--- config.mk ---
export PLATFORM = sky130hd
export DESIGN_NAME = power_domain_sequencer_flat
export DESIGN_NICKNAME = d
export VERILOG_FILES = /design/src/rtl/power_domain_sequencer_pkg.sv /design/src/rtl/power_domain_sequencer_if.sv /design/src/rtl/power_domain_sequencer_timer.sv /design/src/rtl/power_domain_sequencer.sv /design/src/flat_wrapper.sv
export SDC_FILE = /design/constraint.sdc
export NUM_CORES = 1
export LEC_CHECK = 0
export BUFFER_PORTS_ARGS = -buffer_cell sky130_fd_sc_hd__buf_2
export CAP_MARGIN = 20
export CORE_ASPECT_RATIO = 0.9
export CORE_MARGIN = 2
export CORE_UTILIZATION = 40
export CTS_CLUSTER_DIAMETER = 50
export CTS_CLUSTER_SIZE = 12
export DETAILED_ROUTE_END_ITERATION = 10
export MAX_ROUTING_LAYER = met4
export PLACE_DENSITY_LB_ADDON = 0.3
export SYNTH_ARGS = -nofsm -noshare
export SYNTH_HDL_FRONTEND = slang
export SYNTH_SLANG_ARGS = --single-unit
export TNS_END_PERCENT = 5
--- constraint.sdc ---
create_clock -name clk -period 2.2 [get_ports clk]
set_clock_uncertainty 0.1 [all_clocks]
set_input_delay 0.11 -clock clk [delete_from_list [all_inputs] [get_ports clk]]
set_output_delay 0.11 -clock clk [all_outputs]
set_load 0.02 [all_outputs]
--- src/rtl/power_domain_sequencer_pkg.sv ---
// Shared types for the power-domain sequencer: FSM state encoding and the per-state output decode.
// The decode table is the single place that defines what each state drives at the domain boundary.
package pds_pkg;

    typedef enum logic [3:0] {
        ACTIVE,
        ISOLATE,
        SAVE_ST,
        CLK_STOP,
        PWR_DOWN,
        SLEEP,
        PWR_UP,
        DOM_RESET,
        RESTORE_ST,
        DEISO,
        FAULT
    } pds_state_e;

    typedef struct packed {
        logic iso;
        logic ls_enb;
        logic clk_en;
        logic save;
        logic restore;
        logic dom_rst;
        logic pwr_en;
        logic domain_on;
        logic busy;
    } pds_out_t;

    localparam pds_out_t PDS_OUT_ACTIVE   = 9'b111_000_110;
    localparam pds_out_t PDS_OUT_ISOLATE  = 9'b001_000_101;
    localparam pds_out_t PDS_OUT_SAVE     = 9'b001_100_101;
    localparam pds_out_t PDS_OUT_CLK_STOP = 9'b000_000_101;
    localparam pds_out_t PDS_OUT_PWR_DOWN = 9'b000_000_001;
    localparam pds_out_t PDS_OUT_SLEEP    = 9'b000_000_000;
    localparam pds_out_t PDS_OUT_PWR_UP   = 9'b000_001_101;
    localparam pds_out_t PDS_OUT_DOM_RST  = 9'b001_001_101;
    localparam pds_out_t PDS_OUT_RESTORE  = 9'b001_010_101;
    localparam pds_out_t PDS_OUT_DEISO    = 9'b001_000_101;
    localparam pds_out_t PDS_OUT_FAULT    = 9'b000_001_100;

    localparam pds_out_t PDS_OUT_RST = PDS_OUT_ACTIVE;
    localparam logic     PDS_ERR_RST = 1'b0;

    // Isolation stays clamped until ACTIVE is entered, so only ACTIVE drives iso/ls_enb high.
    function automatic pds_out_t pds_decode(input pds_state_e s);
        pds_out_t o;
        case (s)
            ACTIVE:     o = PDS_OUT_ACTIVE;
            ISOLATE:    o = PDS_OUT_ISOLATE;
            SAVE_ST:    o = PDS_OUT_SAVE;
            CLK_STOP:   o = PDS_OUT_CLK_STOP;
            PWR_DOWN:   o = PDS_OUT_PWR_DOWN;
            SLEEP:      o = PDS_OUT_SLEEP;
            PWR_UP:     o = PDS_OUT_PWR_UP;
            DOM_RESET:  o = PDS_OUT_DOM_RST;
            RESTORE_ST: o = PDS_OUT_RESTORE;
            DEISO:      o = PDS_OUT_DEISO;
            FAULT:      o = PDS_OUT_FAULT;
            default:    o = PDS_OUT_RST;
        endcase
        return o;
    endfunction

endpackage

--- src/rtl/power_domain_sequencer_if.sv ---
// Boundary bundle between always-on power management and the switchable domain.
// The sequencer takes the slave side; the requester/power switch model takes the master side.
interface power_domain_sequencer_if;
    logic sleep_req;
    logic wake_req;
    logic pwr_ack;
    logic iso;
    logic ls_enb;
    logic clk_en;
    logic save;
    logic restore;
    logic dom_rst;
    logic pwr_en;
    logic domain_on;
    logic busy;
    logic err;

    modport master (
        output sleep_req, wake_req, pwr_ack,
        input  iso, ls_enb, clk_en, save, restore, dom_rst, pwr_en, domain_on, busy, err
    );

    modport slave (
        input  sleep_req, wake_req, pwr_ack,
        output iso, ls_enb, clk_en, save, restore, dom_rst, pwr_en, domain_on, busy, err
    );
endinterface

--- src/rtl/power_domain_sequencer_timer.sv ---
// Down-counter shared by the settle and power-switch timeout states.
// Loads on request, then counts down and parks at zero; done is high while the count is zero.
module pds_timer #(
    parameter int CNT_W = 8
) (
    input  logic             clk,
    input  logic             rst,
    input  logic             load_i,
    input  logic [CNT_W-1:0] load_val_i,
    output logic [CNT_W-1:0] cnt_o,
    output logic             done_o
);

    logic [CNT_W-1:0] cnt_q, cnt_d;

    always_comb begin
        cnt_d = cnt_q;
        if (load_i) begin
            cnt_d = load_val_i;
        end else if (cnt_q != '0) begin
            cnt_d = cnt_q - CNT_W'(1);
        end
    end

    always_ff @(posedge clk or posedge rst) begin
        if (rst) begin
            cnt_q <= '0;
        end else begin
            cnt_q <= cnt_d;
        end
    end

    assign cnt_o  = cnt_q;
    assign done_o = (cnt_q == '0);

endmodule

--- src/rtl/power_domain_sequencer.sv ---
// Power-down / power-up sequencer for one switchable domain; all boundary controls are registered state decodes.
// Build option: define PDS_ACK_SYNC_EN to pass PWR_ACK through a 2-flop synchronizer (reset to 1) before use.
module power_domain_sequencer
    import pds_pkg::*;
#(
    parameter int SETTLE_CYC  = 4,
    parameter int PSW_TIMEOUT = 16,
    parameter int CNT_W       = 8
) (
    input logic                     clk,
    input logic                     rst,
    power_domain_sequencer_if.slave pds
);

    localparam logic [CNT_W-1:0] SETTLE_LD  = CNT_W'(SETTLE_CYC - 1);
    localparam logic [CNT_W-1:0] TIMEOUT_LD = CNT_W'(PSW_TIMEOUT - 1);

    pds_state_e       state_q, state_d;
    pds_out_t         out_q;
    logic             err_q, err_d;
    logic             ack;
    logic             tmr_load;
    logic             tmr_done;
    logic [CNT_W-1:0] tmr_ld_val;
    logic [CNT_W-1:0] tmr_val;
    logic             unused_tmr_val;

`ifdef PDS_ACK_SYNC_EN
    logic [1:0] ack_sync_q;

    always_ff @(posedge clk or posedge rst) begin
        if (rst) begin
            ack_sync_q <= 2'b11;
        end else begin
            ack_sync_q <= {ack_sync_q[0], pds.pwr_ack};
        end
    end

    assign ack = ack_sync_q[1];
`else
    assign ack = pds.pwr_ack;
`endif

    // An ack match in the cycle the count hits zero wins over the timeout.
    always_comb begin
        state_d = state_q;
        err_d   = err_q;
        case (state_q)
            ACTIVE:     if (pds.sleep_req) state_d = ISOLATE;
            ISOLATE:    if (tmr_done) state_d = SAVE_ST;
            SAVE_ST:    state_d = CLK_STOP;
            CLK_STOP:   state_d = PWR_DOWN;
            PWR_DOWN: begin
                if (!ack) begin
                    state_d = SLEEP;
                end else if (tmr_done) begin
                    state_d = SLEEP;
                    err_d   = 1'b1;
                end
            end
            SLEEP:      if (pds.wake_req) state_d = PWR_UP;
            PWR_UP: begin
                if (ack) begin
                    state_d = DOM_RESET;
                end else if (tmr_done) begin
                    state_d = FAULT;
                    err_d   = 1'b1;
                end
            end
            DOM_RESET:  if (tmr_done) state_d = RESTORE_ST;
            RESTORE_ST: state_d = DEISO;
            DEISO:      if (tmr_done) state_d = ACTIVE;
            FAULT:      state_d = FAULT;
            default:    state_d = ACTIVE;
        endcase
    end

    assign tmr_load   = (state_d != state_q);
    assign tmr_ld_val = (state_d == PWR_DOWN || state_d == PWR_UP) ? TIMEOUT_LD : SETTLE_LD;

    pds_timer #(
        .CNT_W (CNT_W)
    ) u_timer (
        .clk        (clk),
        .rst        (rst),
        .load_i     (tmr_load),
        .load_val_i (tmr_ld_val),
        .cnt_o      (tmr_val),
        .done_o     (tmr_done)
    );

    assign unused_tmr_val = ^tmr_val;

    // Outputs decode the next state so they change on the edge that enters each state.
    always_ff @(posedge clk or posedge rst) begin
        if (rst) begin
            state_q <= ACTIVE;
            out_q   <= PDS_OUT_RST;
            err_q   <= PDS_ERR_RST;
        end else begin
            state_q <= state_d;
            out_q   <= pds_decode(state_d);
            err_q   <= err_d;
        end
    end

    assign pds.iso       = out_q.iso;
    assign pds.ls_enb    = out_q.ls_enb;
    assign pds.clk_en    = out_q.clk_en;
    assign pds.save      = out_q.save;
    assign pds.restore   = out_q.restore;
    assign pds.dom_rst   = out_q.dom_rst;
    assign pds.pwr_en    = out_q.pwr_en;
    assign pds.domain_on = out_q.domain_on;
    assign pds.busy      = out_q.busy;
    assign pds.err       = err_q;

endmodule

--- src/flat_wrapper.sv ---
// flat-port wrapper written by rule: the top's interface ports become plain ports
module power_domain_sequencer_flat import pds_pkg::*;
#(
    parameter int SETTLE_CYC  = 4,
    parameter int PSW_TIMEOUT = 16,
    parameter int CNT_W       = 8
)
  (clk, rst, pds_sleep_req, pds_wake_req, pds_pwr_ack, pds_iso, pds_ls_enb, pds_clk_en, pds_save, pds_restore, pds_dom_rst, pds_pwr_en, pds_domain_on, pds_busy, pds_err);
  power_domain_sequencer_if pds_i ();
  input logic clk;
  input logic rst;
  input wire logic [$bits(pds_i.sleep_req)-1:0] pds_sleep_req;
  input wire logic [$bits(pds_i.wake_req)-1:0] pds_wake_req;
  input wire logic [$bits(pds_i.pwr_ack)-1:0] pds_pwr_ack;
  output wire logic [$bits(pds_i.iso)-1:0] pds_iso;
  output wire logic [$bits(pds_i.ls_enb)-1:0] pds_ls_enb;
  output wire logic [$bits(pds_i.clk_en)-1:0] pds_clk_en;
  output wire logic [$bits(pds_i.save)-1:0] pds_save;
  output wire logic [$bits(pds_i.restore)-1:0] pds_restore;
  output wire logic [$bits(pds_i.dom_rst)-1:0] pds_dom_rst;
  output wire logic [$bits(pds_i.pwr_en)-1:0] pds_pwr_en;
  output wire logic [$bits(pds_i.domain_on)-1:0] pds_domain_on;
  output wire logic [$bits(pds_i.busy)-1:0] pds_busy;
  output wire logic [$bits(pds_i.err)-1:0] pds_err;
  assign pds_i.sleep_req = pds_sleep_req;
  assign pds_i.wake_req = pds_wake_req;
  assign pds_i.pwr_ack = pds_pwr_ack;
  assign pds_iso = pds_i.iso;
  assign pds_ls_enb = pds_i.ls_enb;
  assign pds_clk_en = pds_i.clk_en;
  assign pds_save = pds_i.save;
  assign pds_restore = pds_i.restore;
  assign pds_dom_rst = pds_i.dom_rst;
  assign pds_pwr_en = pds_i.pwr_en;
  assign pds_domain_on = pds_i.domain_on;
  assign pds_busy = pds_i.busy;
  assign pds_err = pds_i.err;
  power_domain_sequencer #(.SETTLE_CYC(SETTLE_CYC), .PSW_TIMEOUT(PSW_TIMEOUT), .CNT_W(CNT_W)) u_core (.clk(clk), .rst(rst), .pds(pds_i));
endmodule
==> results.md, run 1 <==
* DR WL/cell at 12.3 um
* Slew Viols, Final at 0
* Final period util at 98.4%
* Initial Util at between 40% and 50%
* Most used DFF post-synth: dfrtp_1
* Row count at 18
* Reg power frac at 30.2%
* Cell count after synthesis at around 120
* Kind of critical path: reg -> reg
* Clock sink total at 20
* Synthesized cell area at between 0.001 and 0.0015 mm2
* Gpl congestion at between 0.8 and 0.9
* Clk Latency, worst-skew pair at around 0.29 ns
* CP startpoint kind: register
* Initial DRC Count at 25
* Multi-input gate area at between 500 and 600 um2
* Clock-pin slew on the worst setup and hold paths at around 0.12 ns
* Area Growth Syn to Fin at 28.5%
* Total gr overflow at 0
* Leak at a little under 0.7 nW
* Core ar. at about 0.0027 mm2
* Setup WS pre-CTS at -0.120 ns
* EDFF count, synth at 0
* Data required, critical path at ~2.3 ns
* First drt pass iteration count at 4
* Outcome: complete, no violations
* HP Class: in -> reg
* Die area at 0.00329 mm2
* Rel. slew slack at 50.8%
* Setup tns final at 0 ns
* Largest net degree at the start of global routing at 21
* Final Hold Fails at 0
* Post-Route WL at between 2 and 2.5 mm
* Worst Path Max Fanout at 8
* H-tree depth at 1
* Ys Warns at 0
* Power per cell area at approximately 1400 mW/mm2
* Total Routing Usage GR at about 17%
* Final setup fails at 0
* Design area at ~0.0015 mm2
* Sw power at ~850 uW
* Logic pwr share at 55.7%
* Cell Area, Placed at between 0.001 and 0.0015 mm2
* Internal Dissipation at approximately 1.3 mW
* Yosys reg bits at 20
* # diodes at 0
* Worst slew pin tran at between 0.7 and 0.8 ns
* Fin crit period at 2.16 ns
* Share of cells above drive strength 1 at a little under a third
* Final core occ at between 50% and 60%
* Root Buffer: clkbuf_4
* Antenna violations before repair at 0
* Number of top-level pins at 15
* WP data arrival at 2.24 ns
* Vias in the first global route at between 900 and 1,000
* Clk pwr share at approximately 14%
* Chip width at 60.2 um
* Max-cap violation count at 0
* Mean post-synth cell area at between 9 and 10 um2
* FMAX at 462 MHz
* DR vias at 985
* Filler Cells Inserted at 248
* Chip height at ~55 um
* Post-synthesis cell type count at 44
* VDD IR max at approximately 800 uV
* Syn Nets at ~130
* Kind of end point of the critical path: register
* Sequential cell area at roughly 500 um2
* # port buffers at 14
* Cts bufs inserted at 3
* Routed Antenna Nets at 0
* Longest Clk Path Bufs at 2
* # DRC at 0
* Sw frac at 40.3%
* Post-DP HPWL at around 1.8 mm
* Sequential area share after synthesis at between 40 and 50%
* Via/cell ratio at about 5
* Global-route wire length before repair at roughly 4.0 mm
* CTS tree: built
* Setup WS post-layout at between 0.03 and 0.04 ns
* Layout Nets at ~160
* Async SR Flop Fraction at between 90% and 100%
* RSZ-0062 raised after global routing: yes
## final timing paths
| path | start | end | slack (ns) | cells after the start |
|---|---|---|---|---|
| hold reg to reg | u_core.pds.err$_DFFE_PP0P_ | u_core.pds.err$_DFFE_PP0P_ | 0.40 | 1 |
| setup reg to reg | u_core.u_timer.cnt_o[1]$_DFFE_PP0P_ | u_core.u_timer.cnt_o[3]$_DFFE_PP0P_ | 0.04 | 8 |
| setup / recovery | u_core.u_timer.cnt_o[1]$_DFFE_PP0P_ | u_core.u_timer.cnt_o[3]$_DFFE_PP0P_ | 0.04 | 8 |
| hold / removal | pds_pwr_ack | u_core.pds.err$_DFFE_PP0P_ | 0.17 | 3 |
| min in group asynchronous | rst | u_core.state_q[2]$_DFF_PP0_ | 0.36 | 3 |
| max in group asynchronous | rst | u_core.u_timer.cnt_o[0]$_DFFE_PP0P_ | 1.18 | 3 |
## Yosys cell counts (2+ instances only)
| master | number | area [um2] |
|---|---|---|
| o211ai_1 | 3 | 22.5 |
| and2_1 | 2 | 12.5 |
| nand2b_1 | 5 | 31.3 |
| xnor2_1 | 4 | 35.0 |
| nand3_1 | 4 | 20.0 |
| dfrtp_1 | 17 | 425 |
| inv_1 | 8 | 30.0 |
| nor2_1 | 10 | 37.5 |
| nand2_1 | 7 | 26.3 |
| or2_1 | 2 | 12.5 |
| clkbuf_1 | 4 | 15.0 |
| o2111ai_1 | 2 | 17.5 |
| o31ai_1 | 3 | 22.5 |
| nor2b_1 | 2 | 12.5 |
| nor3_1 | 9 | 45.0 |
| buf_4 | 2 | 15.0 |
| dfstp_2 | 3 | 78.8 |
| a21oi_1 | 8 | 40.0 |
## registers in the layout (all words and copies together), names as in the netlist
register              cells
u_core.pds.ls_enb         1
u_core.pds.err            1
u_core.pds.restore        1
u_core.pds.busy           1
u_core.pds.clk_en         1
u_core.pds.save           1
u_core.pds.pwr_en         1
u_core.state_q            4
u_core.u_timer.cnt_o      8
u_core.pds.dom_rst        1
## cell type report
| type | instances | area share [%] |
|---|---|---|
| Timing Repair Buffer | 34 | 15.7 |
| Inverter | 8 | 2.05 |
| Tap cell | 40 | 3.42 |
| Multi-Input combinational cell | 86 | 40.8 |
| Clock inverter | 1 | 2.05 |
| Sequential cell | 20 | 34.5 |
| Clock buffer | 3 | 1.54 |
## stage by stage
stage	std cells	power, mW	hold slack, ns
finish	192	2.11	0.171
global route	192	2.28	0.188
CTS	188	2.03	0.165
floorplan	121	1.36	-0.0284
global placement	181	1.66	0.170
detailed placement	181	1.67	0.192
## timing repair
action / in CTS / in global routing
setup endpoints to repair: 8 / 10
hold endpoints to repair: 18 / 0
pin swaps: 0 / 3
hold buffers: 2 / 0
resized for setup: 1 / 4
setup buffers: 1 / 4
gates cloned: 0 / 0
## power groups by stage
| stage | sequential [mW] | combinational [mW] | clock [mW] |
|---|---|---|---|
| global placement | 0.641 | 1.02 | 0 |
| detailed placement | 0.644 | 1.02 | 0 |
| CTS | 0.635 | 1.09 | 0.310 |
| global route | 0.657 | 1.30 | 0.320 |
| finish | 0.635 | 1.17 | 0.299 |
| floorplan | 0.656 | 0.706 | 0 |
## kinds of logic (layout without fill, tap and decap cells)
group | Yosys count | in the layout | share of synthesized area, %
adder cells (fa/ha/maj) | 1 | 1 | 1.10
flip-flops | 20 | 20 | 44.3
AND/OR/NAND/NOR | 51 | 51 | 25.6
buffers and inverters | 15 | 46 | 5.72
XOR/XNOR | 5 | 5 | 3.85
AO/OA/AOI/OAI | 28 | 28 | 18.5
multiplexers | 1 | 1 | 0.880
## critical path, stage by stage, from the launching register on
cell and delay (ns):
dfrtp_1 0.42, inv_1 0.08, ha_2 0.18, nor4b_4 0.29
nand2_2 0.13, a221oi_4 0.36, mux2i_2 0.27, buf_6 0.16
o31ai_2 0.07
## routing by layer
layer,global-route usage [%],routed length [um],up-vias
met2,27.5,1110,17
met4,3.33,10,0
li1,-,-,502
met3,2.13,58,2
met5,-,0,-
met1,21.8,1190,464
## placed cells by master, fill, tap and decap left out, types with 5 or more instances in the layout
master and instances:
nand2b_1 5, inv_1 8, buf_2 14, buf_4 17, nand2_1 7, nor2_1 10, nor3_1 9, a21oi_1 8
dfrtp_1 17
No activity file was read; power rests on OpenSTA's default activity.
==> inputs of run 2 (changes only) <==
--- a/config.mk
+++ b/config.mk
@@ -7,7 +7,6 @@
 export LEC_CHECK = 0
 export BUFFER_PORTS_ARGS = -buffer_cell sky130_fd_sc_hd__buf_2
 export CAP_MARGIN = 20
-export CORE_ASPECT_RATIO = 0.9
 export CORE_MARGIN = 2
 export CORE_UTILIZATION = 40
 export CTS_CLUSTER_DIAMETER = 50
==> run 2 against run 1 <==
Combinational power is essentially flat. Total power decreased by 5.6%. Hold slack got worse by 0.0084 ns. Core utilization down 1.7 points. Routed wire length rose by 8.5%. Non-clock buffer count fell by 1. Global-route usage up 0.98 points. Clock-buffer cell count up 1. Flip-flop and latch count is the same. Die area barely moved.
==> results.md, run 2 (synthesis results as in run 1) <==
* Critical R2R Capture: u_core.u_timer.cnt_o[1]$_DFFE_PP0P_
* Vias in the first global route at roughly 970
* DR vias at 1,016
* Gpl congestion at around 0.83
* Share of cells above drive strength 1 at a little under a third
* Total Routing Usage GR at approximately 18%
* Rel. slew slack at roughly half
* Root Buffer: clkbuf_4
* Clock sink total at 20
* Chip width at approximately 57 um
* Crit path buf inv count at 2
* Final period util at a little over nine tenths
* Most frequent cells in the layout: buf_4 (17), dfrtp_1 (17), buf_2 (14)
* Longest Clk Path Bufs at 2
* Clock-pin slew on the worst setup and hold paths at 0.11 ns
* Max-cap violation count at 0
* Worst slew pin tran at 0.721 ns
* R2r worst-path depth at 8
* WP data arrival at roughly 2.2 ns
* CP startpoint kind: register
* Die area at around 0.0033 mm2
* CP Cell Sequence: inv_2, ha_4, nor4b_4, nand2_2, a221oi_4, mux2i_2, buf_4, or2_1
* Top delay family on crit path: simple AND/OR/NAND/NOR gates
* Via/cell ratio at about 5.6
* Outcome: complete, no violations
* Crit. path cell count at 8
* Layout Nets at 158
* Power per cell area at roughly 1400 mW/mm2
* # diodes at 0
* Delay of the slowest cell on the worst path at 0.41 ns
* Hold endpoint: u_core.pds.err$_DFFE_PP0P_
* Design Power at 1.99 mW
* Clk Latency, worst-skew pair at roughly 0.30 ns
* Worst r2r src: u_core.u_timer.cnt_o[1]$_DFFE_PP0P_
* Final Hold Fails at 0
* Slew Viols, Final at 0
* Routed Antenna Nets at 0
* H-tree depth at 1
* Largest net degree at the start of global routing at 21
* Kind of end point of the critical path: register
* CP max-delay cell: dfrtp_1
* Leak at between 0.6 and 0.7 nW
* Fin crit period at around 2.1 ns
* Cts bufs inserted at 3
* Antenna violations before repair at 0
* Initial Util at a little over two fifths
* Hold_ws at 0.162 ns
* Worst reg2reg setup slack at between 0.08 and 0.09 ns
* Area Growth Syn to Fin at 24.8%
* Global-route wire length before repair at approximately 4.3 mm
* # port buffers at 14
* Number of top-level pins at 15
* HP Class: in -> reg
* Post-Route WL at 2.56 mm
* DR WL/cell at around 14 um
* Beginning of the worst hold path: pds_pwr_ack
* Final setup fails at 0
* Total gr overflow at 0
* Largest register FFs at 8
* Chip height at around 57 um
* FMAX at approximately 470 MHz
* Row count at 19
* First drt pass iteration count at 6
* Post-DP HPWL at 1.92 mm
* Hold-critical path depth at 3
* Data required, critical path at ~2.3 ns
* Initial DRC Count at 38
* VDD IR max at ~1000 uV
* Worst Path Max Fanout at 8
* Kind of critical path: reg -> reg
* Core ar. at roughly 0.0027 mm2
* CTS tree: built
* # DRC at 0
* Final core occ at 51.9%
run 2: per-layer routing:
metal	vias up	part of all wire [%]	global-route usage (%)
met2	26	52	28.6
met5	-	0	-
met3	5	3.7	2.72
met4	0	2.0	7.97
li1	499	-	-
met1	486	43	21.4
run 2: stage by stage:
step	cell area (um2)	std cells	worst slack (ns)	TNS (ns)
final	1420	182	0.0871	0
after global placement	1310	171	0.00707	0
after CTS	1370	178	0.0381	0
after global routing	1420	182	-0.0192	-0.0463
after floorplan	1140	121	0.00447	0
after detailed placement	1310	171	-0.0975	-0.533
run 2: worst max path at each step:
stage / from / end / slack (ns)
5_1_grt: u_core.u_timer.cnt_o[1]$_DFFE_PP0P_ / u_core.u_timer.cnt_o[3]$_DFFE_PP0P_ / -0.02
6_report: u_core.u_timer.cnt_o[1]$_DFFE_PP0P_ / u_core.u_timer.cnt_o[1]$_DFFE_PP0P_ / 0.09
3_5_place_dp: u_core.u_timer.cnt_o[1]$_DFFE_PP0P_ / u_core.u_timer.cnt_o[2]$_DFFE_PP0P_ / -0.1
3_3_place_gp: u_core.u_timer.cnt_o[1]$_DFFE_PP0P_ / u_core.u_timer.cnt_o[2]$_DFFE_PP0P_ / 0.007
4_1_cts: u_core.u_timer.cnt_o[1]$_DFFE_PP0P_ / u_core.u_timer.cnt_o[1]$_DFFE_PP0P_ / 0.04
2_1_floorplan: u_core.u_timer.cnt_o[0]$_DFFE_PP0P_ / u_core.u_timer.cnt_o[2]$_DFFE_PP0P_ / 0.004
run 2: timing repair:
item                                   CTS  global route
setup endpoints to repair                8            10
endpoints found under the hold margin   18             0
setup buffers                            1             4
pin swaps                                0             3
resized for setup                        2             5
hold buffers                             2             0
run 2: worst register-to-register path: stages, from the launching register on:
cell	delay, ns
dfrtp_1	0.41
inv_2	0.08
ha_4	0.14
nor4b_4	0.29
nand2_2	0.13
a221oi_4	0.35
mux2i_2	0.10
buf_4	0.17
or2_1	0.23
run 2: cell type report:
type | count | area, um2
fill | 245 | 1320
multi-input combinational | 86 | 602
sequential | 20 | 504
timing repair buffer | 33 | 218
tap | 31 | 38.8
inverter | 8 | 30.0
clock buffer | 4 | 26.3
run 2: where the power goes:
part	switching, mW	internal (mW)
combinational	0.628	0.550
sequential	0.126	0.503
clock	0.111	0.0708
==> inputs of run 3 (changes only) <==
--- a/config.mk
+++ b/config.mk
@@ -14,6 +14,7 @@
 export DETAILED_ROUTE_END_ITERATION = 10
 export MAX_ROUTING_LAYER = met4
 export PLACE_DENSITY_LB_ADDON = 0.3
+export RECOVER_POWER = 100
 export SYNTH_ARGS = -nofsm -noshare
 export SYNTH_HDL_FRONTEND = slang
 export SYNTH_SLANG_ARGS = --single-unit
==> run 3 against run 2 <==
Sequential power hardly changed. Cell area decreased by 1.1%. Final cell count unchanged. Via count hardly changed. Clock power is essentially flat. Core utilization is 0.60 points lower. Routed wire length up 0.66%. Hold slack about the same. Critical path type unchanged. Highest routed layer unchanged.
==> results.md, run 3 (synthesis results as in run 1) <==
* CP startpoint kind: register
* Post-Route WL at approximately 2.6 mm
* DR WL/cell at between 10 and 15 um
* Internal Dissipation at 1.11 mW
* Cell Area, Placed at 0.00131 mm2
* Top delay family on crit path: simple AND/OR/NAND/NOR gates
* Total Routing Usage GR at ~18%
* Post-DP HPWL at ~1.9 mm
* Worst Path Max Fanout at 8
* Longest Clk Path Bufs at 2
* CP Cell Sequence: inv_2, ha_4, nor4b_4, nand2_2, a221oi_4, mux2i_2, buf_4, or2_1
* VDD IR max at 1010 uV
* Logic pwr share at 58.8%
* # DRC at 0
* Fin crit period at ~2.1 ns
* Post-Layout Cell Count at around 180
* Delay of the slowest cell on the worst path at 0.41 ns
* Chip width at roughly 57 um
* Sw power at between 800 and 900 uW
* Initial Util at between 40% and 50%
* Final period util at 95.9%
* Die area at ~0.0033 mm2
* Global-route wire length before repair at ~4.3 mm
* Clock sink total at 20
* Number of top-level pins at 15
* Hold_ws at between 0.15 and 0.2 ns
* Core ar. at 0.00273 mm2
* Largest net degree at the start of global routing at 21
* Worst slew pin tran at 0.722 ns
* H-tree depth at 1
* Setup tns final at 0 ns
* Final core occ at 51.3%
* Final setup fails at 0
* # diodes at 0
* Gpl congestion at approximately 0.83
* Max-cap violation count at 0
* Clk pwr share at between 9 and 10%
* First drt pass iteration count at 5
* WP data arrival at approximately 2.2 ns
* Reg power frac at between 30% and 40%
* Area Growth Syn to Fin at 23.3%
* Inst Count DP at 171
* Kind of end point of the critical path: register
* Kind of critical path: reg -> reg
* Total gr overflow at 0
* Most common cell after layout, fill and taps aside: dfrtp_1
* Cts bufs inserted at 3
* Design area at ~0.0014 mm2
* Leak at ~0.61 nW
* Data required, critical path at approximately 2.3 ns
* # port buffers at 14
* Largest register FFs at 8
* HP Class: in -> reg
* Antenna violations before repair at 0
* Layout Nets at between 150 and 200
* Final Hold Fails at 0
* Slew Viols, Final at 0
* Root Buffer: clkbuf_4
* FMAX at 474 MHz
* Crit path buf inv count at 2
* CTS tree: built
* Routed Antenna Nets at 0
* Chip height at around 57 um
* Rel. slew slack at roughly half
* Share of cells above drive strength 1 at a little under a quarter
* Most frequent cells in the layout: dfrtp_1 (17), buf_4 (16), clkbuf_1 (12)
* Initial DRC Count at 39
* Outcome: complete, no violations
* Row count at 19
* DR vias at slightly above 1,000
* Power per cell area at about 1400 mW/mm2
* Via/cell ratio at around 5.6
* CP max-delay cell: dfrtp_1
* Clk Latency, worst-skew pair at about 0.30 ns
* Vias in the first global route at 965
* Sw frac at ~44%
* Clock-pin slew on the worst setup and hold paths at 0.11 ns
run 3: power by group through the flow:
stage,Sequential (mW),Clock [mW],Combinational (mW)
after detailed placement,0.627,0,1.05
after CTS,0.622,0.192,1.12
after global routing,0.647,0.206,1.29
after floorplan,0.656,0,0.706
after global placement,0.622,0,1.02
final,0.632,0.182,1.16
run 3: worst register-to-register path, stage by stage (launching register included):
cell	delay [ns]
dfrtp_1	0.41
inv_2	0.08
ha_4	0.14
nor4b_4	0.29
nand2_2	0.13
a221oi_4	0.35
mux2i_2	0.10
buf_4	0.17
or2_1	0.23
run 3: metal layers:
metal	vias up	global-route usage, %	wire (um)
met3	7	2.72	109
met1	482	21.4	1090
met2	27	28.6	1320
met4	0	7.97	68
li1	499	-	-
met5	-	-	0
run 3: final timing paths:
kind                       slack [ns]                                 from  depth (start not counted)                                  end
setup / recovery                 0.09  u_core.u_timer.cnt_o[1]$_DFFE_PP0P_                          8  u_core.u_timer.cnt_o[1]$_DFFE_PP0P_
min in group asynchronous        0.36                                  rst                          3  u_core.u_timer.cnt_o[5]$_DFFE_PP0P_
hold / removal                   0.16                          pds_pwr_ack                          3           u_core.pds.err$_DFFE_PP0P_
setup reg to reg                 0.09  u_core.u_timer.cnt_o[1]$_DFFE_PP0P_                          8  u_core.u_timer.cnt_o[1]$_DFFE_PP0P_
hold reg to reg                  0.39           u_core.pds.err$_DFFE_PP0P_                          1           u_core.pds.err$_DFFE_PP0P_
max in group asynchronous        1.19                                  rst                          3           u_core.pds.err$_DFFE_PP0P_
run 3: through the flow:
stage	power, mW	setup WS, ns
finish	1.98	0.0909
global route	2.14	-0.0203
CTS	1.93	0.0381
detailed placement	1.68	-0.0975
global placement	1.64	0.00707
floorplan	1.36	0.00447
run 3: final cells by class:
cell class	instances	area (um2)
repair buffers	33	201
multi-input cells	86	602
well taps	31	38.8
clock buffers	4	26.3
inverters	8	30.0
fillers	252	1330
flip-flops and latches	20	504
run 3: repair_timing:
item                                    in CTS  in global routing
gates resized for setup                      2                  5
pin swaps                                    0                  3
hold buffers                                 2                  0
endpoints found under the hold margin       18                  0
buffers inserted                             1                  4
endpoints found under the setup margin       8                 10
